File: src/rtl/pp_serial_accumulator7x7.sv
// -----------------------------------------------------------------------------
// pp_serial_accumulator7x7
//
// Consumer end of the 7x7 unsigned radix-4 partial-product interface. One
// valid/ready beat delivers the four sign-extension-encoded rows. The block
// registers them and adds one row per clock into a 16-bit accumulator. The low
// 14 bits of that accumulator are the unsigned product.
//
// Sum computed (mod 2^ACC_W, all rows zero-extended):
//   acc = pp00 + pp01 + (pp02 << 2) + (pp03 << 4)
// The constant-1 sign-extension bits in the encoded rows add up to 2^16.
// They therefore vanish when the accumulator wraps.
//
// Ports
//   clk        in   1      clock, rising edge
//   rst        in   1      asynchronous, active-high reset
//   in_valid   in   1      row set valid
//   in_ready   out  1      a row set can be accepted this cycle
//   pp00       in   12     row 0, weight 2^0
//   pp01       in   13     row 1, weight 2^0 (LSB carries the row-0 negate bit)
//   pp02       in   13     row 2, weight 2^2
//   pp03       in   12     row 3, weight 2^4
//   out_valid  out  1      product valid, held until accepted
//   out_ready  in   1      downstream accepts the product
//   product    out  OUT_W  accumulated product
//   busy       out  1      high while rows are being summed
//
// Handshake: a transfer happens on a rising edge where valid and ready are
// both high. After asserting valid, a producer keeps its data stable until
// that edge. Input side: in_ready is high in IDLE, and high in DONE when
// out_ready is high. It therefore depends combinationally on out_ready, so
// the retiring product and the next row set can cross on the same edge.
// Output side: out_valid and product stay stable from the edge that enters
// DONE until the edge where out_ready is sampled high.
// -----------------------------------------------------------------------------
module pp_serial_accumulator7x7 #(
    parameter int ACC_W = 16,
    parameter int OUT_W = 14
) (
    input  logic             clk,
    input  logic             rst,
    input  logic             in_valid,
    output logic             in_ready,
    input  logic [11:0]      pp00,
    input  logic [12:0]      pp01,
    input  logic [12:0]      pp02,
    input  logic [11:0]      pp03,
    output logic             out_valid,
    input  logic             out_ready,
    output logic [OUT_W-1:0] product,
    output logic             busy
);

    typedef enum logic [1:0] {
        IDLE = 2'd0,
        ACC  = 2'd1,
        DONE = 2'd2
    } state_t;

    state_t           state;
    state_t           state_d;
    logic [ACC_W-1:0] acc;
    logic [ACC_W-1:0] acc_d;
    logic [ACC_W-1:0] addend;
    logic [1:0]       cnt;
    logic [1:0]       cnt_d;
    logic [12:0]      row1;
    logic [12:0]      row1_d;
    logic [12:0]      row2;
    logic [12:0]      row2_d;
    logic [11:0]      row3;
    logic [11:0]      row3_d;
    logic             out_valid_q;
    logic             accept;

    assign in_ready = (state == IDLE) || ((state == DONE) && out_ready);
    assign accept   = in_valid && in_ready;

    // Row pp00 is loaded directly into acc on the accepting edge. The rows
    // left to add are selected by cnt, each at its own weight.
    always_comb begin
        addend = '0;
        case (cnt)
            2'd1:    addend = ACC_W'(row1);
            2'd2:    addend = ACC_W'(row2) << 2;
            2'd3:    addend = ACC_W'(row3) << 4;
            default: addend = '0;
        endcase
    end

    always_comb begin
        state_d = state;
        acc_d   = acc;
        cnt_d   = cnt;
        row1_d  = row1;
        row2_d  = row2;
        row3_d  = row3;
        case (state)
            IDLE: begin
                if (accept) begin
                    state_d = ACC;
                    acc_d   = ACC_W'(pp00);
                    cnt_d   = 2'd1;
                    row1_d  = pp01;
                    row2_d  = pp02;
                    row3_d  = pp03;
                end
            end
            ACC: begin
                acc_d = acc + addend;
                cnt_d = cnt + 2'd1;
                if (cnt == 2'd3) begin
                    state_d = DONE;
                end
            end
            DONE: begin
                // The product retires on this edge. If a new row set is
                // waiting, it is accepted on the same edge, which avoids a
                // bubble.
                if (accept) begin
                    state_d = ACC;
                    acc_d   = ACC_W'(pp00);
                    cnt_d   = 2'd1;
                    row1_d  = pp01;
                    row2_d  = pp02;
                    row3_d  = pp03;
                end else if (out_ready) begin
                    state_d = IDLE;
                end
            end
            default: begin
                state_d = IDLE;
            end
        endcase
    end

    always_ff @(posedge clk or posedge rst) begin
        if (rst) begin
            state       <= IDLE;
            acc         <= '0;
            cnt         <= 2'd0;
            row1        <= '0;
            row2        <= '0;
            row3        <= '0;
            out_valid_q <= 1'b0;
        end else begin
            state       <= state_d;
            acc         <= acc_d;
            cnt         <= cnt_d;
            row1        <= row1_d;
            row2        <= row2_d;
            row3        <= row3_d;
            out_valid_q <= (state_d == DONE);
        end
    end

    assign out_valid = out_valid_q;
    assign product   = acc[OUT_W-1:0];
    assign busy      = (state == ACC);

endmodule

File: config.mk
export PLATFORM = sky130hd
export DESIGN_NAME = pp_serial_accumulator7x7
export DESIGN_NICKNAME = d
export VERILOG_FILES = /design/src/rtl/pp_serial_accumulator7x7.sv
export SDC_FILE = /design/constraint.sdc
export NUM_CORES = 1
export LEC_CHECK = 0
export ABC_AREA = 1
export CORE_ASPECT_RATIO = 1.25
export CORE_MARGIN = 3
export CORE_UTILIZATION = 37
export DETAILED_ROUTE_END_ITERATION = 8
export SYNTH_ARGS = -nofsm -noshare
export SYNTH_HDL_FRONTEND = slang
export SYNTH_SLANG_ARGS = --single-unit
File: constraint.sdc
create_clock -name clk -period 3.23 [get_ports clk]
set_input_delay 0.8075 -clock clk [delete_from_list [all_inputs] [get_ports clk]]
set_output_delay 0.8075 -clock clk [all_outputs]
set_load 0.01 [all_outputs]
# After elaboration in Yosys (flattened, before gate mapping)
# Index checks and enable logic that the tools add are counted.
[classes]
n_reduce_logical = 8
add_sub_neg = 2
muxes = 10
n_eq_ne = 7
[ops]
columns = ["operator", "count"]
rows = [
  ["case mux 16 bit (3 select lines)", 1],
  ["case mux 16 bit (2 select lines)", 1],
  ["adder 16 bit", 1],
  ["two-way mux 16 bit", 1],
  ["two-way mux 2 bit", 5],
  ["equality test 2 bit (second input constant)", 4],
  ["case mux 2 bit (3 select lines)", 1],
  ["equality test 2 x 1 -> 1 bit (second input constant)", 2],
  ["case mux 2 bit (2 select lines)", 1],
  ["AND reduction 2 bit", 2],
  ["adder 2 x 1 -> 2 bit (second input constant)", 1],
  ["logical AND 1 bit", 2],
  ["zero test 2 bit", 1],
  ["!= test 2 x 1 -> 1 bit (second input constant)", 1],
  ["nonzero test 2 bit", 1],
  ["OR reduction 2 bit", 1],
  ["logical OR 1 bit", 1],
]
[totals]
reg_bits = 59
out_inout_bits = 17

# Logic depth before layout (Yosys ltp)
[depth]
word_depth = 7
ltp_mapped = 18
ltp_nobuf = 17

# Worst setup path before layout
# OpenSTA, ideal clock, no wires.
[synth_timing]
kind = "register -> register"
startpoint = "register cnt[1]"
endpoint = "register acc[8]"
path_buffers = 1
path_slack_ns = 0.930
required_time_ns = 3.153
stages_incl_launch_ff = 17
arrival_time_ns = 2.222
setup_time_ns = 0.077
synth_period_minus_slack_ns = 2.300
path_cell_list = "dfrtp_1 inv_1 ha_1 clkbuf_1 inv_1 nor3_1 ha_1 fa_1 inv_1 nor2_1 nor2_1 inv_1 nand2_1 nand3_1 nand2_1 nand2_1 a21oi_1"
[synth_via]
elab_chain_len = 4
elab_cells_between_ends = 6
cone_classes = "1 x add/sub; 3 x eq/ne; 2 x mux"
[synth_rtl]
columns = ["item", "line_no", "text"]
rows = [
  ["from (decl)", "65", "logic [1:0] cnt;"],
  ["from (signal assigned)", "149", "cnt <= cnt_d;"],
  ["equality test 2 bit or equality test 2 x 1 -> 1 bit (tied branches)", "83", "case (cnt)"],
  ["case mux 16 bit (3 select lines) (*)", "83", ""],
  ["adder 16 bit (*)", "110", "acc_d = acc + addend;"],
  ["case mux 16 bit (2 select lines) (*)", "98", "case (state)"],
  ["to (signal assigned)", "140", "acc <= '0;"],
  ["to (signal assigned)", "148", "acc <= acc_d;"],
  ["to (decl)", "62", "logic [ACC_W-1:0] acc;"],
]
# Every way passes the cells marked *; elsewhere a longest branch is shown, timed or not.
# A chain may end at the register's enable or synchronous reset.

# Final worst setup path
[layout_timing]
startpoint = "input out_ready"
endpoint = "output in_ready"
[layout_via]
elab_chain_len = 2
[layout_rtl]
columns = ["item", "line_no", "text"]
rows = [
  ["from (decl)", "49", "input logic out_ready,"],
  ["logical AND 1 bit", "76", "assign in_ready = (state == IDLE) || ((state == DONE) && out_ready);"],
  ["logical OR 1 bit", "76", ""],
  ["to (decl)", "43", "output logic in_ready,"],
]
# No other way between the ends.

==> run metrics <==
wire per inst between 10 and 15 um; number of CTS-inserted buffers 5; Worst R2R Path Depth 14; element type at the critical path start input port; Initial Utilization between 30% and 40%; maximum number of pins on one net before global-route repair 55; Total Power Consumption 0.00467 W; antenna violations before repair 0; cell chosen for the clock root sky130_fd_sc_hd__clkbuf_8; routed via count divided by cell count approximately 4.7; capture point of the critical path in_ready; Critical Path Slowest Stage Cell sky130_fd_sc_hd__clkdlybuf4s50_1; crit path kind in -> out; hold buffer count at cts 0; Die X-Extent about 91 um; final-layout setup total negative slack 0 ps; source of the worst register-to-register timing path cnt[0]; Finish-stage setup viols 0; total of max-cap violations 0; number of top-level pins 71; non-filler instance count after layout between 500 and 600; net count reported at finish roughly 550; final number of max-transition violations 0; clock sink count 54; Post-route DRC 0; met2 Resource Use GR between 20 and 30%; met1 usage in global routing about a fifth; post-synthesis average cell area 8.15 um^2; GR Util All Layers 15.8%; final wirelength ~7800 um; Reg2Reg Capture Point acc[6]; run status complete, no violations; leading cell type in the layout, fill and taps excluded sky130_fd_sc_hd__nand2_1; post-route clock period utilization about 88%; num rows 38; stages on the worst setup path 4; endpoints failing hold 0; worst reg-to-reg setup slack between 500 and 600 ps; Post-DP HPWL 6040 um; grt ovf 0; Warnings, synthesis 0; Max FO, Critical Path 2; combined area of the multi-input logic cells between 1500 and 2000 um^2; leading cell types in the layout, fill and taps excluded sky130_fd_sc_hd__nand2_1, sky130_fd_sc_hd__clkdlybuf4s50_1, sky130_fd_sc_hd__dfrtp_1, sky130_fd_sc_hd__inv_1, sky130_fd_sc_hd__nor2_1; dpl cells between 500 and 600; library cell with the largest summed area after synthesis sky130_fd_sc_hd__dfrtp_1; Data arrival, critical path 2030 ps; Bufs and invs on worst path 3; vias in the first global route roughly 2800; Die Ht approximately 110 um; first element of the critical path out_ready; full die area 10200 um^2; cell with the most instances on the worst path sky130_fd_sc_hd__clkdlybuf4s50_1; path type of the worst min-delay path reg -> reg; FMAX roughly 0.35 GHz; gp weighted congestion 0.829; Resized cells post-CTS 0; H-tree levels 2; ranking of synthesized cells by area sky130_fd_sc_hd__dfrtp_1, sky130_fd_sc_hd__nand2_1, sky130_fd_sc_hd__mux2_4, sky130_fd_sc_hd__ha_1, sky130_fd_sc_hd__mux2_2; Synth cell types 29; Storage cell area ~1400 um^2; detailed-routing iteration count for the pre-antenna-repair pass 4; number of instances in the synthesized netlist between 400 and 500; Filler Cells Inserted 902; sequential share of the synthesized area between 40% and 50%; number of vias after detailed routing 2810; cell breakdown of the critical path clkdlybuf4s50_1 > inv_1 > a21oi_4 > clkdlybuf4s50_1; layout cells sized above 1 between 10% and 20%; violation count after the first detailed-route iteration 167; number of antenna repair diodes 0; final clock skew 5.15 ps; data required time at the worst endpoint between 2000 and 2500 ps; post-synth top area share a little over 40%; slew margin rel. between 60% and 70%; Crit path max-delay family buffers and inverters; nets in the synthesized netlist 483; setup repair bufs after CTS 0; Synth Register Bits 54; number of buffers on the longest clock path 2; TritonCTS clock tree done; clock slew at the register clock pins of the worst setup and hold paths 100 ps; total power divided by cell area around 1100 nW/um^2; slowest stage delay, CP between 500 and 600 ps; source-to-sink clock delay at the later pin of the worst-skew pair 310 ps; area of the mapped netlist around 3300 um^2; sort of element at the end of the critical path primary output; IO Port Bufs 67; global-route track usage on met3 about 1.6%; core area about 8700 um^2; LEAKAGE approximately 2.1 nW; time the worst path needs with I/O delays and setup 2840 ps; first-pass GRT wire length roughly 13000 um; count of nets left with antenna violations after detail routing 0; maximum VDD drop 0.000347 V; Worst Max-Slew Pin Slew 531 ps; area growth from synthesis to layout 26.5%; Most Crowded Layer GR met2; RSZ-0062 raised after global routing false
==> registers in the layout (all words and copies together) (netlist names) <==
signal     flops
acc           14
cnt            2
out_valid      1
row1          13
row2          12
row3          10
state          2
==> worst min-delay path by stage <==
stage | startpoint | end | slack, ps | cells past startpoint
CTS | row1[8] | row1[8] | 520 | 1
detailed placement | row1[8] | row1[8] | 490 | 1
finish | row3[0] | row3[0] | 520 | 1
floorplan | row2[0] | row2[0] | 480 | 1
global placement | row1[8] | row1[8] | 490 | 1
global route | row2[1] | row2[1] | 530 | 1
==> cell usage after synthesis (all sizes together) <==
cell    instances
ha             17
xnor2           4
nand4           4
nor2           34
a22oi           1
o21bai          1
inv            49
mux2           33
nand2         135
clkbuf          4
fa              1
buf             7
nor3            3
a21boi          1
a21oi          17
and2            1
a31oi           2
xor2            1
clkinv          1
nand3          30
dfrtp          54
o21ai          11
==> kinds of logic (layout without fill, tap and decap cells) <==
kind of cell	Yosys count	count (layout)	synth area share (%)
AOI/OAI and AO/OA	33	33	5.57
xor gates and xnor gates	5	5	1.31
adders and majority gates	18	18	6.95
buffers and inverters	61	128	7.92
DFF	54	54	40.4
muxes	33	33	12.8
and+or+nand+nor	207	207	25.1
==> worst reg2reg max path, stage by stage (launching register included) <==
cell and delay, ps:
sky130_fd_sc_hd__dfrtp_1 420, sky130_fd_sc_hd__inv_1 120, sky130_fd_sc_hd__ha_1 480, sky130_fd_sc_hd__nand2_1 130
sky130_fd_sc_hd__a21oi_1 240, sky130_fd_sc_hd__ha_1 330, sky130_fd_sc_hd__nand2_1 90, sky130_fd_sc_hd__nand2_1 70
sky130_fd_sc_hd__nor2_1 260, sky130_fd_sc_hd__nor2_1 90, sky130_fd_sc_hd__nor2_1 110, sky130_fd_sc_hd__nand2_1 60
sky130_fd_sc_hd__nand2_1 60, sky130_fd_sc_hd__nand2_1 40, sky130_fd_sc_hd__a21oi_1 120
==> final cells by class <==
class | instances | area share, %
flip-flops and latches | 54 | 31.9
clock buffers | 6 | 1.71
clock inverters | 2 | 0.886
multi-input cells | 296 | 40.9
well taps | 120 | 3.54
inverters | 50 | 4.43
repair buffers | 70 | 16.7
==> power breakdown <==
part,internal [W],switching (W)
Clock,0.000232,0.000231
Combinational,0.00130,0.00164
Sequential,0.00103,0.000238
==> metrics by stage <==
| stage | hold slack (ps) | utilization (%) | instance area (um^2) | worst slack (ps) |
|---|---|---|---|---|
| after floorplan | 479 | - | 3350 | 930 |
| after global placement | 489 | 47.2 | 4130 | 413 |
| after detailed placement | 494 | 47.2 | 4130 | 390 |
| after CTS | 519 | 48.4 | 4240 | 388 |
| after global routing | 534 | 48.4 | 4240 | 293 |
| final | 517 | 48.4 | 4240 | 390 |
==> layer usage <==
layer,share of wire [%],wire length (um)
met5,0,0
met4,1.1,89
met3,3.1,239
met2,51,4010
met1,45,3480
Note: power is estimated with default switching activity, not from simulation.
==> variant (same flow settings) <==
Change the parameter `ACC_W` from 16 to 32.
--- a/src/rtl/pp_serial_accumulator7x7.sv
+++ b/src/rtl/pp_serial_accumulator7x7.sv
@@ -35,5 +35,5 @@
 // -----------------------------------------------------------------------------
 module pp_serial_accumulator7x7 #(
-    parameter int ACC_W = 16,
+    parameter int ACC_W = 32,
     parameter int OUT_W = 14
 ) (
Formal check against the unedited RTL: same outputs for any inputs over 10 cycles, from zero or initial values and one cycle with rst high; that may be too few to reach the edited logic, so the function may still have changed.
==> variant against the unedited design <==
Area after synthesis decreased by 0.26%; sequential cell count unchanged; global-route usage increased by 0.67 points; wire length increased by 2.1%; count of clock-buffer cells in the layout unchanged; sequential share of layout area increased by 0.11 points; hold slack improved by 0.0025 ns; cell area decreased by 0.35%; power decreased by 0.20%; clock skew increased by 0.0057 ns; setup slack improved by 0.0021 ns; highest routed layer unchanged; critical path type unchanged; utilization decreased by 0.17 points.
==> variant: results (changes against the unedited design) <==
status -> finished clean
Static Leak -> 0.00213 uW (+0.33%)
hpwl dp -> 6.26 mm (+3.6%)
switching power total -> 2110 uW (about the same)
Area after DPL -> 4110 sq um (-0.36%)
Synth Net Count -> 484 (+0.21%)
FILL cells -> 903 (+0.11%)
vias -> 2807 (-0.11%)
cts bufs inserted -> 5 (unchanged)
GP Congestion -> 0.868 (+4.7%)
Worst Hold Class -> reg2reg
Nets -> 550 (+0.18%)
r2r worst-path depth -> 13 (-1)
Clock Skew -> 0.0108 ns (+0.00568 ns)
Post-synth top cells -> nand2_1, dfrtp_1, inv_1, nor2_1, nand3_1
post-place setup slack -> 0.377 ns (-0.0124 ns)
Port Buffer Count -> 67 (unchanged)
P per Cell Area -> 1100 nW/um^2 (+0.16%)
Overall Global Routing Usage -> 16.4% (+0.67 points)
vias in the first global route -> 2907 (+3.9%)
first-pass GRT wire length -> 13.7 mm (+2.8%)
largest cells by area after synthesis -> dfrtp_1, nand2_1, mux2_4, ha_1, mux2_2
post-synthesis sequential area ratio -> 40.5% (+0.11 points)
starting DRC count in detailed routing -> 91 (-46%)
Least-Margin Pin Slew -> 0.594 ns (+0.0631 ns)
maximum vdd drop -> 0.000321 V (-7.6%)
final wirelength -> 7.99 mm (+2.1%)
pin count of the biggest net entering global routing -> 39 (-29%)
layout cells sized above 1 -> 10.4% (+0.19 points)
## variant: changes by cell type in the layout (fill, tap and decap cells not counted), sizes merged
cell / delta
a211oi: +1
a22oi: -1
buf: +1
inv: -1
nand2: +2
nor2: +1
o21ai: -2
## variant: path summary, 6_finish.rpt
kind | startpoint | slack, ns | to
hold / removal | row2[1]$_DFFE_PP0P_ | 0.52 | row2[1]$_DFFE_PP0P_
min in group asynchronous | rst | 0.87 | row1[7]$_DFFE_PP0P_
max in group asynchronous | rst | 1.70 | row1[1]$_DFFE_PP0P_
hold reg to reg | row2[1]$_DFFE_PP0P_ | 0.52 | row2[1]$_DFFE_PP0P_
setup reg to reg | cnt[1]$_DFFE_PP0P_ | 0.59 | acc[13]$_DFFE_PP0P_
setup / recovery | out_ready | 0.39 | in_ready
## variant: per-stage QoR
step	cells	total power, uW	hold slack, ns
after floorplan	412	3430	0.479
after global placement	591	4180	0.489
after detailed placement	591	4230	0.497
after CTS	599	4710	0.523
after global routing	599	5190	0.533
final	599	4660	0.519
## variant: layout make-up
| class | instances | share of cell area, % |
|---|---|---|
| clock buffer | 6 | 1.72 |
| clock inverter | 2 | 0.889 |
| timing repair buffer | 71 | 16.6 |
| sequential | 54 | 32.0 |
| tap | 120 | 3.56 |
| multi-input combinational | 297 | 40.9 |
| inverter | 49 | 4.36 |
## variant: per-layer routing
layer	track usage, %	share of wire [%]	vias up	routed length [um]
met3	1.68	2.3	10	186
met2	29.4	51	48	4070
met4	6.14	2.1	0	164
li1	-	-	1441	-
met1	20.4	45	1308	3570
met5	0	0	-	0
## variant: power by group through the flow
| stage | combinational, uW | clock, uW | sequential (uW) |
|---|---|---|---|
| after floorplan | 2170 | 0 | 1260 |
| after global placement | 2890 | 0 | 1280 |
| after global routing | 3360 | 507 | 1320 |
| after CTS | 2950 | 486 | 1270 |
| final | 2920 | 469 | 1270 |
| after detailed placement | 2940 | 0 | 1290 |
## variant: critical path, cell delays in order
cell and delay (ns):
clkdlybuf4s50_1 0.45, inv_1 0.05, a21oi_2 0.15, clkdlybuf4s50_1 0.56
## variant: kinds of logic (layout without fill, tap and decap cells)
| kind of cell | after synthesis | in the layout | share of synthesized area [%] |
|---|---|---|---|
| AND/OR/NAND/NOR | 210 | 210 | 25.5 |
| flip-flops | 54 | 54 | 40.5 |
| buffers and inverters | 61 | 128 | 7.87 |
| adder cells (fa/ha/maj) | 18 | 18 | 6.97 |
| AO/OA/AOI/OAI | 31 | 31 | 5.06 |
| XOR/XNOR | 5 | 5 | 1.31 |
| multiplexers | 33 | 33 | 12.8 |
